<file path="src/rtl/nn_mem_arbiter_pkg.sv">
// nn_mem_arb_pkg
// Shared types and sizing constants for the block-memory arbiter.
//   req_id_t     : requester identity, also the bit position in grant/request vectors
//   arb_state_t  : arbiter FSM states
//   MEM_DATA_W   : memory word width
//   MEM_ADDR_W   : memory word address width
//   NODE_BURST_LEN : words per node-vector burst (power of two)
package nn_mem_arb_pkg;

    localparam int MEM_DATA_W     = 16;
    localparam int MEM_ADDR_W     = 11;
    localparam int NODE_BURST_LEN = 16;

    typedef enum logic [1:0] {
        REQ_INSTR = 2'd0,
        REQ_DATA  = 2'd1,
        REQ_NODE  = 2'd2
    } req_id_t;

    typedef enum logic {
        ARB_IDLE  = 1'b0,
        ARB_BURST = 1'b1
    } arb_state_t;

endpackage

</file>
<file path="src/rtl/nn_mem_arbiter_if.sv">
// nn_mem_arbiter_if
// Bundles the three requester ports and the memory macro port of the arbiter.
//   master modport : requester/memory side (drives requests and mem_rdata)
//   slave modport  : arbiter side (drives grants, read returns and mem_* controls)
interface nn_mem_arbiter_if
    import nn_mem_arb_pkg::*;
#(
    parameter int DATA_W = MEM_DATA_W,
    parameter int ADDR_W = MEM_ADDR_W
) ();

    logic              instr_req;
    logic [ADDR_W-1:0] instr_addr;
    logic              instr_gnt;
    logic              instr_rvalid;
    logic [DATA_W-1:0] instr_rdata;

    logic              data_req;
    logic              data_we;
    logic [ADDR_W-1:0] data_addr;
    logic [DATA_W-1:0] data_wdata;
    logic              data_gnt;
    logic              data_rvalid;
    logic [DATA_W-1:0] data_rdata;

    logic              node_req;
    logic [ADDR_W-1:0] node_addr;
    logic              node_gnt;
    logic              node_rvalid;
    logic [DATA_W-1:0] node_rdata;
    logic [3:0]        node_idx;
    logic              node_done;

    logic              mem_en;
    logic              mem_we;
    logic [ADDR_W-1:0] mem_addr;
    logic [DATA_W-1:0] mem_wdata;
    logic [DATA_W-1:0] mem_rdata;

    modport master (
        output instr_req, instr_addr,
        input  instr_gnt, instr_rvalid, instr_rdata,
        output data_req, data_we, data_addr, data_wdata,
        input  data_gnt, data_rvalid, data_rdata,
        output node_req, node_addr,
        input  node_gnt, node_rvalid, node_rdata, node_idx, node_done,
        input  mem_en, mem_we, mem_addr, mem_wdata,
        output mem_rdata
    );

    modport slave (
        input  instr_req, instr_addr,
        output instr_gnt, instr_rvalid, instr_rdata,
        input  data_req, data_we, data_addr, data_wdata,
        output data_gnt, data_rvalid, data_rdata,
        input  node_req, node_addr,
        output node_gnt, node_rvalid, node_rdata, node_idx, node_done,
        output mem_en, mem_we, mem_addr, mem_wdata,
        input  mem_rdata
    );

endinterface

</file>
<file path="src/rtl/nn_mem_arbiter_rr_arbiter3.sv">
// rr_arbiter3
// Three-way rotating-priority arbiter. The most recently granted requester
// drops to lowest priority while the other two keep their relative order.
//   clk, rst : clock, asynchronous active-low reset (order instr > data > node)
//   req      : request vector, bit index = req_id_t
//   update   : allow the priority order to change on this cycle's grant
//   gnt      : one-hot grant, combinational from req and the stored order
module rr_arbiter3
    import nn_mem_arb_pkg::*;
(
    input  logic       clk,
    input  logic       rst,
    input  logic [2:0] req,
    input  logic       update,
    output logic [2:0] gnt
);

    // Pairwise precedence bits: a bit set means the first-named requester
    // currently outranks the second. Three bits fully describe the order.
    logic instrOverData;
    logic instrOverNode;
    logic dataOverNode;

    // A requester wins when it beats every other requester that is asking.
    always_comb begin
        gnt            = '0;
        gnt[REQ_INSTR] = req[REQ_INSTR]
                       & (~req[REQ_DATA] | instrOverData)
                       & (~req[REQ_NODE] | instrOverNode);
        gnt[REQ_DATA]  = req[REQ_DATA]
                       & (~req[REQ_INSTR] | ~instrOverData)
                       & (~req[REQ_NODE]  | dataOverNode);
        gnt[REQ_NODE]  = req[REQ_NODE]
                       & (~req[REQ_INSTR] | ~instrOverNode)
                       & (~req[REQ_DATA]  | ~dataOverNode);
    end

    // Demote the winner below both others; the untouched pair keeps its bit,
    // which is what preserves the losers' relative order.
    always_ff @(posedge clk or negedge rst) begin
        if (!rst) begin
            instrOverData <= 1'b1;
            instrOverNode <= 1'b1;
            dataOverNode  <= 1'b1;
        end else if (update) begin
            if (gnt[REQ_INSTR]) begin
                instrOverData <= 1'b0;
                instrOverNode <= 1'b0;
            end else if (gnt[REQ_DATA]) begin
                instrOverData <= 1'b1;
                dataOverNode  <= 1'b0;
            end else if (gnt[REQ_NODE]) begin
                instrOverNode <= 1'b1;
                dataOverNode  <= 1'b1;
            end
        end
    end

endmodule

</file>
<file path="src/rtl/nn_mem_arbiter.sv">
// nn_mem_arbiter
// Shares the single port of the 2048 x 16 block memory between instruction
// fetch, data load/store and 16-word node-vector bursts.
//   clk : clock
//   rst : asynchronous active-low reset
//   bus : nn_mem_arbiter_if.slave -- requester handshakes (req/gnt/rvalid/rdata),
//         node burst outputs (node_idx, node_done) and the memory port (mem_*)
module nn_mem_arbiter
    import nn_mem_arb_pkg::*;
#(
    parameter int DATA_W    = MEM_DATA_W,
    parameter int ADDR_W    = MEM_ADDR_W,
    parameter int BURST_LEN = NODE_BURST_LEN
) (
    input  logic               clk,
    input  logic               rst,
    nn_mem_arbiter_if.slave    bus
);

    localparam int CNT_W = $clog2(BURST_LEN);

    arb_state_t        state;
    arb_state_t        stateNext;
    logic [CNT_W-1:0]  beatCnt;
    logic [CNT_W-1:0]  beatCntNext;
    logic [ADDR_W-1:0] burstBase;
    logic [ADDR_W-1:0] burstBaseNext;

    logic              portFree;
    logic              lastBeat;
    logic [2:0]        arbReq;
    logic [2:0]        arbGnt;

    logic              rvInstr;
    logic              rvData;
    logic              rvNode;
    logic [CNT_W-1:0]  rvIdx;
    logic              rvDone;

    // Grants are only possible in IDLE; rst is folded in so that every output
    // drops to zero the moment reset is asserted, even with requests pending.
    assign portFree = (state == ARB_IDLE) && rst;
    assign arbReq   = portFree ? {bus.node_req, bus.data_req, bus.instr_req} : 3'b000;
    assign lastBeat = (beatCnt == CNT_W'(BURST_LEN - 1));

    rr_arbiter3 uArbiter (
        .clk    (clk),
        .rst    (rst),
        .req    (arbReq),
        .update (portFree),
        .gnt    (arbGnt)
    );

    assign bus.instr_gnt = arbGnt[REQ_INSTR];
    assign bus.data_gnt  = arbGnt[REQ_DATA];
    assign bus.node_gnt  = arbGnt[REQ_NODE];

    // Next-state and memory-port drive. A node grant issues beat 0 directly and
    // hands the remaining beats to BURST; the counter wraps to 0 after the last
    // beat so IDLE arbitration resumes immediately.
    always_comb begin
        stateNext     = state;
        beatCntNext   = beatCnt;
        burstBaseNext = burstBase;
        bus.mem_en    = 1'b0;
        bus.mem_we    = 1'b0;
        bus.mem_addr  = '0;
        bus.mem_wdata = '0;
        case (state)
            ARB_IDLE: begin
                if (arbGnt[REQ_INSTR]) begin
                    bus.mem_en   = 1'b1;
                    bus.mem_addr = bus.instr_addr;
                end else if (arbGnt[REQ_DATA]) begin
                    bus.mem_en    = 1'b1;
                    bus.mem_we    = bus.data_we;
                    bus.mem_addr  = bus.data_addr;
                    bus.mem_wdata = bus.data_wdata;
                end else if (arbGnt[REQ_NODE]) begin
                    bus.mem_en    = 1'b1;
                    bus.mem_addr  = bus.node_addr;
                    stateNext     = ARB_BURST;
                    beatCntNext   = CNT_W'(1);
                    burstBaseNext = bus.node_addr;
                end
            end
            ARB_BURST: begin
                bus.mem_en   = 1'b1;
                bus.mem_addr = burstBase + ADDR_W'(beatCnt);
                beatCntNext  = beatCnt + CNT_W'(1);
                if (lastBeat) begin
                    stateNext = ARB_IDLE;
                end
            end
            default: begin
                stateNext = ARB_IDLE;
            end
        endcase
    end

    always_ff @(posedge clk or negedge rst) begin
        if (!rst) begin
            state     <= ARB_IDLE;
            beatCnt   <= '0;
            burstBase <= '0;
        end else begin
            state     <= stateNext;
            beatCnt   <= beatCntNext;
            burstBase <= burstBaseNext;
        end
    end

    // Read-return pipeline: one flag per requester tracks who owns the word the
    // memory presents next cycle. Writes never return data.
    always_ff @(posedge clk or negedge rst) begin
        if (!rst) begin
            rvInstr <= 1'b0;
            rvData  <= 1'b0;
            rvNode  <= 1'b0;
            rvIdx   <= '0;
            rvDone  <= 1'b0;
        end else begin
            rvInstr <= bus.instr_gnt;
            rvData  <= bus.data_gnt & ~bus.data_we;
            rvNode  <= bus.node_gnt | (state == ARB_BURST);
            rvIdx   <= (state == ARB_BURST) ? beatCnt : '0;
            rvDone  <= (state == ARB_BURST) && lastBeat;
        end
    end

    assign bus.instr_rvalid = rvInstr;
    assign bus.instr_rdata  = rvInstr ? bus.mem_rdata : '0;
    assign bus.data_rvalid  = rvData;
    assign bus.data_rdata   = rvData ? bus.mem_rdata : '0;
    assign bus.node_rvalid  = rvNode;
    assign bus.node_rdata   = rvNode ? bus.mem_rdata : '0;
    assign bus.node_idx     = rvIdx;
    assign bus.node_done    = rvDone;

endmodule

</file>
<file path="src/flat_wrapper.sv">
// flat-port wrapper written by rule: the top's interface ports become plain ports
module nn_mem_arbiter_flat import nn_mem_arb_pkg::*;
#(
    parameter int DATA_W    = MEM_DATA_W,
    parameter int ADDR_W    = MEM_ADDR_W,
    parameter int BURST_LEN = NODE_BURST_LEN
)
  (clk, rst, bus_instr_req, bus_instr_addr, bus_instr_gnt, bus_instr_rvalid, bus_instr_rdata, bus_data_req, bus_data_we, bus_data_addr, bus_data_wdata, bus_data_gnt, bus_data_rvalid, bus_data_rdata, bus_node_req, bus_node_addr, bus_node_gnt, bus_node_rvalid, bus_node_rdata, bus_node_idx, bus_node_done, bus_mem_en, bus_mem_we, bus_mem_addr, bus_mem_wdata, bus_mem_rdata);
  nn_mem_arbiter_if #(.DATA_W(DATA_W), .ADDR_W(ADDR_W)) bus_i ();
  input  logic clk;
  input  logic rst;
  input wire logic [$bits(bus_i.instr_req)-1:0] bus_instr_req;
  input wire logic [$bits(bus_i.instr_addr)-1:0] bus_instr_addr;
  output wire logic [$bits(bus_i.instr_gnt)-1:0] bus_instr_gnt;
  output wire logic [$bits(bus_i.instr_rvalid)-1:0] bus_instr_rvalid;
  output wire logic [$bits(bus_i.instr_rdata)-1:0] bus_instr_rdata;
  input wire logic [$bits(bus_i.data_req)-1:0] bus_data_req;
  input wire logic [$bits(bus_i.data_we)-1:0] bus_data_we;
  input wire logic [$bits(bus_i.data_addr)-1:0] bus_data_addr;
  input wire logic [$bits(bus_i.data_wdata)-1:0] bus_data_wdata;
  output wire logic [$bits(bus_i.data_gnt)-1:0] bus_data_gnt;
  output wire logic [$bits(bus_i.data_rvalid)-1:0] bus_data_rvalid;
  output wire logic [$bits(bus_i.data_rdata)-1:0] bus_data_rdata;
  input wire logic [$bits(bus_i.node_req)-1:0] bus_node_req;
  input wire logic [$bits(bus_i.node_addr)-1:0] bus_node_addr;
  output wire logic [$bits(bus_i.node_gnt)-1:0] bus_node_gnt;
  output wire logic [$bits(bus_i.node_rvalid)-1:0] bus_node_rvalid;
  output wire logic [$bits(bus_i.node_rdata)-1:0] bus_node_rdata;
  output wire logic [$bits(bus_i.node_idx)-1:0] bus_node_idx;
  output wire logic [$bits(bus_i.node_done)-1:0] bus_node_done;
  output wire logic [$bits(bus_i.mem_en)-1:0] bus_mem_en;
  output wire logic [$bits(bus_i.mem_we)-1:0] bus_mem_we;
  output wire logic [$bits(bus_i.mem_addr)-1:0] bus_mem_addr;
  output wire logic [$bits(bus_i.mem_wdata)-1:0] bus_mem_wdata;
  input wire logic [$bits(bus_i.mem_rdata)-1:0] bus_mem_rdata;
  assign bus_i.instr_req = bus_instr_req;
  assign bus_i.instr_addr = bus_instr_addr;
  assign bus_instr_gnt = bus_i.instr_gnt;
  assign bus_instr_rvalid = bus_i.instr_rvalid;
  assign bus_instr_rdata = bus_i.instr_rdata;
  assign bus_i.data_req = bus_data_req;
  assign bus_i.data_we = bus_data_we;
  assign bus_i.data_addr = bus_data_addr;
  assign bus_i.data_wdata = bus_data_wdata;
  assign bus_data_gnt = bus_i.data_gnt;
  assign bus_data_rvalid = bus_i.data_rvalid;
  assign bus_data_rdata = bus_i.data_rdata;
  assign bus_i.node_req = bus_node_req;
  assign bus_i.node_addr = bus_node_addr;
  assign bus_node_gnt = bus_i.node_gnt;
  assign bus_node_rvalid = bus_i.node_rvalid;
  assign bus_node_rdata = bus_i.node_rdata;
  assign bus_node_idx = bus_i.node_idx;
  assign bus_node_done = bus_i.node_done;
  assign bus_mem_en = bus_i.mem_en;
  assign bus_mem_we = bus_i.mem_we;
  assign bus_mem_addr = bus_i.mem_addr;
  assign bus_mem_wdata = bus_i.mem_wdata;
  assign bus_i.mem_rdata = bus_mem_rdata;
  nn_mem_arbiter #(.DATA_W(DATA_W), .ADDR_W(ADDR_W), .BURST_LEN(BURST_LEN)) u_core (.clk(clk), .rst(rst), .bus(bus_i));
endmodule
</file>
<file path="config.mk">
export PLATFORM = sky130hd
export DESIGN_NAME = nn_mem_arbiter_flat
export DESIGN_NICKNAME = d
export VERILOG_FILES = /design/src/rtl/nn_mem_arbiter_pkg.sv /design/src/rtl/nn_mem_arbiter_if.sv /design/src/rtl/nn_mem_arbiter_rr_arbiter3.sv /design/src/rtl/nn_mem_arbiter.sv /design/src/flat_wrapper.sv
export SDC_FILE = /design/constraint.sdc
export NUM_CORES = 1
export LEC_CHECK = 0
export ABC_AREA = 1
export CAP_MARGIN = 20
export CELL_PAD_IN_SITES_DETAIL_PLACEMENT = 0
export CELL_PAD_IN_SITES_GLOBAL_PLACEMENT = 1
export CORE_AREA = 2 2 105 107
export DETAILED_ROUTE_END_ITERATION = 16
export DIE_AREA = 0 0 107 109
export PLACE_DENSITY = 0.82
export SLEW_MARGIN = 20
export SYNTH_ARGS = -nofsm -noshare
export SYNTH_HDL_FRONTEND = slang
export SYNTH_SLANG_ARGS = --single-unit
export TNS_END_PERCENT = 100
</file>
<file path="constraint.sdc">
create_clock -name clk -period 2.7 [get_ports clk]
set_input_delay 0.54 -clock clk [delete_from_list [all_inputs] [get_ports clk]]
set_output_delay 0.54 -clock clk [all_outputs]
set_load 0.005 [all_outputs]
</file>
== Yosys cells after proc, flatten, opt, wreduce, memory -nomap -nowiden ==
Cells that the tools add are included.
Storage, ports and cells
  register bits after elaboration: 27
  bits in latches: 0
  RAM bits: 0
  ROM bits: 0
  output and inout port bits: 88
  word-level logic and storage cells: 85
  memories: 0
Operators by class
  add/sub/neg operators: 2
  multipliers: 0
  divide/modulo/power cells: 0
  $lt $le $gt $ge: 0
  eq/ne operators: 5
  shift operators: 0
  muxes and demuxes: 33
  bitwise gates (word level): 24
  reductions and logical operators: 10
Operator list (number)
  $mux 16: 6
  $mux 11: 3
  $pmux 11 s2: 1
  $mux 4: 4
  $mux 1: 15
  $add 11x4->11: 1
  $not 1->1: 10
  $reduce_and 3->1: 3
  $pmux 4 s2: 1
  $and 1x1->1: 7
  $or 1x1->1: 7
  $reduce_bool 2->1: 3
  $add 4x1->4 const B: 1
  $eq 4x4->1 const B: 1
  $ne 2x1->1 const B: 2
  $ne 2x2->1 const B: 2
  $pmux 1 s2: 2
  $reduce_and 4->1: 1
  $mux 3: 1
  $logic_and 1x1->1: 2
  $reduce_and 2->1: 1

== Longest topological paths before layout ==
Gate-level depths: netlist of run 1.
  depth after elaboration: 11
  gate-level depth with buffers: 9

== Hierarchy ==
A second synthesis of run 1 with hierarchy kept.
Second synthesis, totals
  cells, all modules: 401
  area, all modules: 2332.2 um^2
By module, submodules not included
  nn_mem_arbiter: times used 1, cells each 370, area each 2138.3 um^2
  rr_arbiter3: times used 1, cells each 31, area each 193.9 um^2

== Least setup slack after synthesis of run 1 ==
OpenSTA, ideal clock, no wires.
  kind: reg2out
  from: register u_core.beatCnt[0]
  to: output bus_mem_addr[10]
  arrival time: 1662 ps
  required time: 2160 ps
  path slack: 498 ps
  cell stages (with the launch flop): 9
  buffers on the path: 0
  path through: dfrtp_1 > ha_1 > inv_1 > fa_1 > o21ai_2 > nand3_1 > nand2_1 > nand3_1 > nand2_1
On the way
  longest elaborated chain between the ends: 2
RTL lines
  start, declared: RTL line nn_mem_arbiter.sv:24  | logic [CNT_W-1:0] beatCnt;
  start signal, assigned: RTL line nn_mem_arbiter.sv:108  | beatCnt <= beatCntNext;
  $add 11x4->11: RTL line nn_mem_arbiter.sv:89  | bus.mem_addr = burstBase + ADDR_W'(beatCnt);
  $pmux 11 s2: RTL line nn_mem_arbiter.sv:69  | case (state)
  end, declared: RTL line flat_wrapper.sv:33  | output wire logic [$bits(bus_i.mem_addr)-1:0] bus_mem_addr;
No other way between the ends.

== Final worst setup path of run 1 ==
Same ends and word-level chain as after synthesis.

==> results of run 1 <==
layer usage:
layer | part of all wire [%] | track usage (%) | up-vias
li1 | - | - | 1481
met1 | 42 | 16.84 | 1254
met2 | 49 | 24.70 | 121
met3 | 7.4 | 2.331 | 4
met4 | 0.79 | 2.041 | 0
met5 | 0 | 0 | -
cells by family (layout without fill, tap and decap cells):
kind of cell,Yosys count,after routing,synth area share [%]
compound gates,18,18,4.794
xor+xnor,4,4,1.561
fa+ha+maj,6,6,3.679
buf+inv,110,305,20.23
flops,27,27,30.27
simple gates,212,212,39.47
sequential cells by signal, summed over array words and instances (netlist names):
name	cells
u_core.bus.instr_rvalid	1
u_core.bus.node_done	1
u_core.burstBase	11
u_core.bus.node_idx	4
u_core.bus.node_rvalid	1
u_core.beatCnt	4
u_core.state	1
u_core.uArbiter.instrOverNode	1
u_core.uArbiter.instrOverData	1
u_core.uArbiter.dataOverNode	1
u_core.bus.data_rvalid	1
worst max-delay path, delay by kind of cell, from the launching register on:
family	cells	cell delay [ps]
flops	1	380
simple gates	4	250
compound gates	1	160
fa+ha+maj	2	560
buf+inv	4	470
cells in the final DEF, fill, tap and decap left out:
cell	netlist	final
xor2_1	3	3
o21ai_0	8	8
buf_12	0	1
dlygate4sd2_1	0	23
nor3_4	1	1
dfrtp_1	24	24
nand3b_1	1	1
inv_1	92	92
clkbuf_1	7	1
nand3_1	19	18
ha_4	0	1
inv_4	0	2
xnor2_1	1	1
nor3_1	1	1
nor2_1	36	35
fa_2	0	1
buf_6	4	8
o21ai_1	3	2
nor2_2	4	3
clkdlybuf4s50_1	0	123
nand2_2	1	2
a21oi_2	1	1
nand4_1	6	6
inv_2	3	1
or2_2	1	1
o21ai_2	1	2
ha_2	0	1
a21oi_1	1	1
clkdlybuf4s15_2	0	1
nand3_2	3	4
dfstp_2	3	3
ha_1	5	3
nor2_4	0	2
clkinv_4	1	1
nand2_1	139	138
dlymetal6s2s_1	0	7
o21bai_1	4	4
clkbuf_2	0	3
buf_4	1	39
clkbuf_8	0	3
power groups by stage:
stage | clock, W | combinational [W] | sequential [W]
after floorplan | 0 | 0.000948 | 0.000723
after global placement | 0 | 0.00195 | 0.000780
after CTS | 0.000242 | 0.00194 | 0.000775
final | 0.000234 | 0.00200 | 0.000783
after detailed placement | 0 | 0.00196 | 0.000783
after global routing | 0.000257 | 0.00226 | 0.000815
final timing paths:
path | start | endpoint | cells after the start
setup / recovery | u_core.beatCnt[0] | bus_mem_addr[10] | 11
hold / removal | rst | u_core.burstBase[8] | 3
setup reg to reg | u_core.state | u_core.beatCnt[2] | 12
hold reg to reg | u_core.burstBase[2] | u_core.burstBase[2] | 2
max in group asynchronous | rst | u_core.uArbiter.instrOverNode | 3
min in group clk | u_core.burstBase[2] | u_core.burstBase[2] | 2
repair_timing:
item,in CTS,in global routing
setup endpoints to repair,30,11
pin swaps,4,5
gates resized for setup,45,17
buffers inserted,8,11
per-stage QoR:
step	cells	power (W)	instance area, um^2	setup TNS (ps)	util (%)
floorplan	377	0.001671	2245	0	-
global placement	689	0.002728	4123	-4135	38.88
detailed placement	689	0.002743	4123	-4681	38.88
CTS	701	0.002952	4240	-520.5	39.99
global route	712	0.003333	4372	-62.56	41.23
finish	712	0.003017	4372	0	41.23
area by class of cell:
class | instances | area (um^2) | share of cell area (%)
clock buffer | 4 | 45.04 | 1.030
inverter | 96 | 370.4 | 8.472
multi-input combinational | 240 | 1152 | 26.36
sequential | 27 | 679.4 | 15.54
tap | 140 | 175.2 | 4.007
timing repair buffer | 205 | 1949 | 44.59
==> impl_metrics.toml, run 1 <==
[timing]
holdWs_ps = 423.7
slew_viol_final = 0
fin_skew_ps = 5.656
hold_viol_final = 0
setup_viol = 0
max_freq_ghz = 0.3823
fin_ws_ps = 84.11
fin_crit_sh_pct = 96.88
fin_crit_ps = 2616
tightestPinTransition_ps = 546.7
maxSlewHeadroom_pct = 63.55
rsz0062_at_grt = "yes"

[synthesis]
yosysMostFrequentCell = "nand2_1"
ys.flop_type = "dfrtp_1"
synth_area_um2 = 2245
postSynthAreaPerCell_um2 = 5.954
yosysUniqueCellTypes = 30
ys_warn_count = 0
ys_seq_area_share_pct = 30.27
synth_top_area_share_pct = 26.76
yosys.area.top_type = "dfrtp_1"
synth_edf_count = 0
ys_ff_latch = 27
synth_area_leaders = "dfrtp_1 27%, nand2_1 23%, inv_1 15%"
syn_nets = 454
synth_cells = 377
synthTopCellsByCount = "139 x nand2_1, 92 x inv_1, 36 x nor2_1"
async_reset_ff_share_pct = 100.0

[floorplan]
fp.dieW_um = 107
rows = 38
io-pin-count = 159
dieArea_um2 = 11660
die_h_um = 109
start_util_pct = 21.17
core_region_area_um2 = 10600

[place]
pre_cts_ws_ps = -231.1
io_buffers = 158
gp_congestion = 0.7902
hpwl_um = 6679

[power]
irDropWorstVdd_mv = 0.2845
pwr_density_cell_nw_per_um2 = 690.2
p_seq_share_pct = 25.9
net-switching-power_w = 0.001221
p_comb_share_pct = 66.3
swShare_pct = 40.48
p_leak_nw = 2.570
p_clk_share_pct = 7.8
p_int_w = 0.001796

[clock_tree]
clk_pin_slew_ps = 100
ctsLongestPathBuffers = 2
cts_tree = "yes"
cts_sinks = 27
htreeDepth = 1
clk_latency_ps = 270
hold_buffers = 0
cts_root_buf = "clkbuf_8"
cts_buffers = 3

[critical_path]
critPathRequiredTime_ps = 2160
startpoint_type = "flop"
crit_chain = "ha_2 -> inv_1 -> fa_2 -> o21ai_2 -> buf_6 -> buf_12 -> nand3_1 -> nand2_1 -> nand3_1 -> nand2_1 -> clkdlybuf4s15_2"
crit_path_end_kind = "output pin"
rrSetupSlack_ps = 1010
crit_fanout = 6
critPathKind = "reg2out"
worstPathArrival_ps = 2080
crit_slowest_cell = "dfrtp_1"
max_stage_delay_ps = 380

[routing]
wl_per_cell_um = 11.59
wirelength_um = 8251
ant_nets = 0
vias_per_cell = 4.017
drc = 0
drt_iter0_markers = 183
firstDrtPassIters = 5
num_vias = 2860

[final_layout]
fillers = 1088
drive_above_1_share_pct = 14.16
area_delta_synth_final_pct = 94.76
n_antenna_cell = 0
nets = 650

[grt]
grt_pass1_wl_um = 12740
overflow = 0
grt_max_degree = 26
antenna_found_initial = 0
grt_usage_pct = 13.46
grt_pass1_vias = 2647

[run]
drv_cap = 0

[hold_path]
hp-class = "in2async"

[status]
outcome = "completed"
(Power assumes the default switching activity.)
==> run 2, diff against run 1 <==
- PLACE_DENSITY: 0.82 -> 0.8
==> impl_metrics.toml, run 2 (synthesized netlist as in run 1, its figures left out) <==
[final_layout]
layout_common_cells = "144 x clkdlybuf4s50_1, 135 x nand2_1, 91 x inv_1"
area_delta_synth_final_pct = 94.04
nets = 642
n_antenna_cell = 0
final_common_cell = "clkdlybuf4s50_1"
drive_above_1_share_pct = 14.54
top_register = "u_core.burstBase"
largest_reg_flops = 11
instances_no_fill = 704
fin_util_pct = 41.08
post-route-cell-area_um2 = 4355

[critical_path]
critPathKind = "reg2out"
crit_fanout = 4
path_buf_inv = 4
cp_top_family = "adder cells"
worstPathArrival_ps = 2080
critPathRequiredTime_ps = 2160
crit_path_end_kind = "output pin"
startpoint_type = "flop"
cpMostUsedCell = "nand2_1"
max_stage_delay_ps = 380
crit_slowest_cell = "dfrtp_1"
crit_chain = "ha_2 -> inv_1 -> fa_2 -> o21ai_2 -> buf_6 -> buf_4 -> nand3_1 -> nand2_1 -> nand2_1 -> nand2_1 -> dlygate4sd2_1"

[routing]
wl_per_cell_um = 11.77
vias_per_cell = 4.016
drc = 0
firstDrtPassIters = 4
wirelength_um = 8286
drt_iter0_markers = 120
ant_nets = 0
num_vias = 2827

[timing]
fin_skew_ps = 5.823
hold_viol_final = 0
tightestPinTransition_ps = 542.1
maxSlewHeadroom_pct = 63.86
fin_crit_ps = 2617
fin_crit_sh_pct = 96.92
setup_viol = 0
fin_ws_ps = 83.25
slew_viol_final = 0
max_freq_ghz = 0.3822

[grt]
grt_pass1_vias = 2638
overflow = 0
antenna_found_initial = 0
grt_max_degree = 21
grt_pass1_wl_um = 12720
grt_usage_pct = 13.64

[clock_tree]
clk_latency_ps = 280
ctsLongestPathBuffers = 2
clk_pin_slew_ps = 100
cts_tree = "yes"
hold_buffers = 0
cts_buffers = 3
htreeDepth = 1
cts_root_buf = "clkbuf_8"
cts_sinks = 27

[power]
irDropWorstVdd_mv = 0.4063
finalPower_w = 0.003186
p_leak_nw = 2.413
pwr_density_cell_nw_per_um2 = 731.5

[floorplan]
core_region_area_um2 = 10600
die_h_um = 109
fp.dieW_um = 107
dieArea_um2 = 11660
rows = 38
io-pin-count = 159
start_util_pct = 21.17

[place]
pre_cts_ws_ps = -307.2
placed_cells = 688
hpwl_um = 6896
dpl_cell_area_um2 = 4128
io_buffers = 158
gp_congestion = 0.8650

[hold_path]
hp-class = "in2async"

[status]
outcome = "completed"

[run]
drv_cap = 0
-- run 2: cell count changes in the layout (fill, tap and decap cells not counted), moves of 3 or more --
cell | previous run | this run
nand2_1 | 138 | 135
clkdlybuf4s50_1 | 123 | 144
nand2_2 | 2 | 5
buf_6 | 8 | 1
nor2_2 | 3 | 6
dlygate4sd2_1 | 23 | 7
inv_2 | 1 | 4
buf_4 | 39 | 35
dlymetal6s2s_1 | 7 | 3
-- run 2: path summary, 6_finish.rpt --
check | from | endpoint | slack, ps | depth (start not counted)
max in group asynchronous | rst | u_core.uArbiter.instrOverData | 2150 | 2
min in group clk | u_core.uArbiter.instrOverNode | u_core.uArbiter.instrOverNode | 500 | 2
setup reg to reg | u_core.state | u_core.beatCnt[3] | 1250 | 10
setup / recovery | u_core.beatCnt[0] | bus_mem_addr[8] | 80 | 11
hold / removal | rst | u_core.beatCnt[0] | 310 | 2
hold reg to reg | u_core.uArbiter.instrOverNode | u_core.uArbiter.instrOverNode | 500 | 2
-- run 2: metal layers --
metal | global-route usage [%] | vias to the layer above | share of wire (%)
met5 | 0 | - | 0
met4 | 0.8349 | 0 | 0.048
met3 | 3.288 | 2 | 7.8
met2 | 25.89 | 121 | 52
met1 | 16.30 | 1239 | 40
li1 | - | 1465 | -
-- run 2: worst register-to-register path: stages (launching register included) --
cell	delay [ps]
dfrtp_1	430
clkinv_4	90
nand3_2	60
a21oi_2	140
nand2_2	100
buf_4	170
nand2_1	90
inv_2	40
buf_4	130
nand2_1	40
o21ai_1	50
-- run 2: repair_timing --
item                                    CTS  global route
gates resized for setup                  24            17
endpoints found under the setup margin   32             6
pin swaps                                 5             2
setup buffers                             4             7
cloned                                    1             0
-- run 2: area by class of cell --
cell class / instances / area, um^2
clock buffers: 3 / 41.29
clock inverters: 1 / 7.507
fillers: 1110 / 6247
inverters: 96 / 365.4
multi-input cells: 240 / 1184
flip-flops and latches: 27 / 680.7
well taps: 140 / 175.2
repair buffers: 197 / 1902
-- run 2: metrics by stage --
| step | setup TNS (ps) | hold WS (ps) |
|---|---|---|
| after CTS | 0 | 292.4 |
| after global routing | -91.81 | 308.1 |
| after floorplan | 0 | 244.4 |
| final | 0 | 308.0 |
| after global placement | -6383 | 472.7 |
| after detailed placement | -7279 | 479.3 |
-- run 2: power breakdown --
group	switching (W)	total, W	internal (W)
clock	0.000137	0.000242	0.000105
sequential	0.000195	0.000796	0.000601
combinational	0.000957	0.00215	0.00119
==> run 3, diff against run 2 <==
--- a/config.mk
+++ b/config.mk
@@ -11,6 +11,6 @@
 export CELL_PAD_IN_SITES_GLOBAL_PLACEMENT = 1
-export CORE_AREA = 2 2 105 107
+export CORE_AREA = 2 2 120 93
 export DETAILED_ROUTE_END_ITERATION = 16
-export DIE_AREA = 0 0 107 109
-export PLACE_DENSITY = 0.8
+export DIE_AREA = 0 0 122 95
+export PLACE_DENSITY = 0.81
 export SLEW_MARGIN = 20
--- a/constraint.sdc
+++ b/constraint.sdc
@@ -3,2 +3,2 @@
 set_output_delay 0.54 -clock clk [all_outputs]
-set_load 0.005 [all_outputs]
+set_load 0.01 [all_outputs]
==> impl_metrics.toml, run 3 (synthesized netlist as in run 1, its figures left out) <==
[status]
outcome = "completed"

[run]
drv_cap = 0

[routing]
ant_nets = 0
wirelength_um = 7978
vias_per_cell = 4.013
num_vias = 2769
wl_per_cell_um = 11.56
firstDrtPassIters = 4
drt_iter0_markers = 117
drc = 0

[critical_path]
max_stage_delay_ps = 460
cp_top_family = "buffers and inverters"
path_buf_inv = 5
critPathRequiredTime_ps = 2160
crit_fanout = 7
crit_slowest_cell = "clkdlybuf4s50_1"
crit_path_end_kind = "output pin"
worstPathArrival_ps = 2110
crit_chain = "clkdlybuf4s50_1 -> inv_2 -> nor2_2 -> nor3_4 -> buf_12 -> buf_4 -> nand2_1 -> nand4_1 -> dlygate4sd2_1"
startpoint_type = "input port"
critPathKind = "in2out"

[final_layout]
top_register = "u_core.burstBase"
fillers = 1113
area_delta_synth_final_pct = 86.57
ff_latch_area_um2 = 679.4
largest_reg_flops = 11
nets = 628
layout_common_cells = "139 x nand2_1, 124 x clkdlybuf4s50_1, 91 x inv_1"
drive_above_1_share_pct = 10.36
final_common_cell = "nand2_1"
post-route-cell-area_um2 = 4188
multi_input_comb_area_um2 = 1132
n_antenna_cell = 0

[clock_tree]
clk_pin_slew_ps = 70
cts_sinks = 27
clk_latency_ps = 260
ctsLongestPathBuffers = 2
htreeDepth = 1
cts_root_buf = "clkbuf_16"
cts_tree = "yes"
cts_buffers = 3

[floorplan]
start_util_pct = 21.32
core_region_area_um2 = 10530
dieArea_um2 = 11590
fp.dieW_um = 122
io-pin-count = 159
die_h_um = 95
rows = 33

[grt]
grt_pass1_wl_um = 12580
overflow = 0
grt_max_degree = 27
grt_usage_pct = 13.48
antenna_found_initial = 0
grt_pass1_vias = 2600

[timing]
fin_crit_sh_pct = 97.99
setup_viol = 0
slew_viol_final = 0
fin_skew_ps = 2.807
hold_viol_final = 0
fin_crit_ps = 2646
fin_ws_ps = 54.18
maxSlewHeadroom_pct = 58.64
max_freq_ghz = 0.3780
tightestPinTransition_ps = 620.3

[hold_path]
hp-class = "in2async"

[place]
gp_congestion = 0.8182
dpl_cell_area_um2 = 4088
io_buffers = 158
hpwl_um = 6529
pre_cts_ws_ps = -306.5

[power]
p_leak_nw = 2.422
irDropWorstVdd_mv = 0.2753
pwr_density_cell_nw_per_um2 = 739.9
-- run 3: cell count changes in the layout (fill, tap and decap cells not counted), moves of 4 or more --
cell | previous run | this run
dlygate4sd2_1 | 7 | 24
nand2_1 | 135 | 139
nand2_2 | 5 | 1
ha_1 | 1 | 5
buf_4 | 35 | 22
clkdlybuf4s50_1 | 144 | 124
-- run 3: final timing paths --
| kind | cells after the start | slack, ps | start | to |
|---|---|---|---|---|
| worst max-delay path | 9 | 50 | bus_node_req | bus_mem_addr[2] |
| worst min-delay path | 1 | 490 | rst | u_core.uArbiter.instrOverData |
| worst max register to register | 10 | 1200 | u_core.state | u_core.beatCnt[2] |
| worst min register to register | 2 | 490 | u_core.burstBase[2] | u_core.burstBase[2] |
| max in group asynchronous | 2 | 1770 | rst | u_core.uArbiter.instrOverNode |
| min in group clk | 2 | 490 | u_core.burstBase[2] | u_core.burstBase[2] |
-- run 3: metal layers --
layer | vias to the layer above | track usage [%] | wire length, um | part of all wire, %
li1 | 1435 | - | - | -
met1 | 1255 | 18.16 | 3630 | 46
met2 | 75 | 22.86 | 3808 | 48
met3 | 4 | 2.838 | 484 | 6.1
met4 | 0 | 1.724 | 55 | 0.69
met5 | - | 0 | 0 | 0
-- run 3: layout make-up --
type	instances	area share, %
inverters	96	8.844
clock inverters	1	0.1793
clock buffers	3	1.793
flip-flops and latches	27	16.22
well taps	140	4.183
repair buffers	183	41.74
multi-input cells	240	27.04
-- run 3: through the flow --
| stage | std cells | TNS (ps) | power [W] | hold WS (ps) | utilization (%) |
|---|---|---|---|---|---|
| 2_1_floorplan | 377 | 0 | 0.001789 | 244.4 | - |
| 3_3_place_gp | 681 | -6020 | 0.002832 | 472.4 | 38.82 |
| 3_5_place_dp | 681 | -7533 | 0.002850 | 472.6 | 38.82 |
| 4_1_cts | 688 | 0 | 0.003141 | 459.6 | 39.71 |
| 5_1_grt | 690 | -27.29 | 0.003394 | 505.7 | 39.77 |
| 6_report | 690 | 0 | 0.003099 | 488.9 | 39.77 |
-- run 3: power breakdown --
part           switching (W)  internal [W]
Sequential          0.000190      0.000601
Clock               0.000147      0.000202
Combinational       0.000995      0.000965
Total                0.00133       0.00177
-- run 3: repair_timing --
action / 4_1_cts / 5_1_grt
setup buffers: 3 / 2
hold buffers: 0 / 0
endpoints found under the setup margin: 32 / 11
gates resized for setup: 42 / 14
pin swaps: 2 / 3
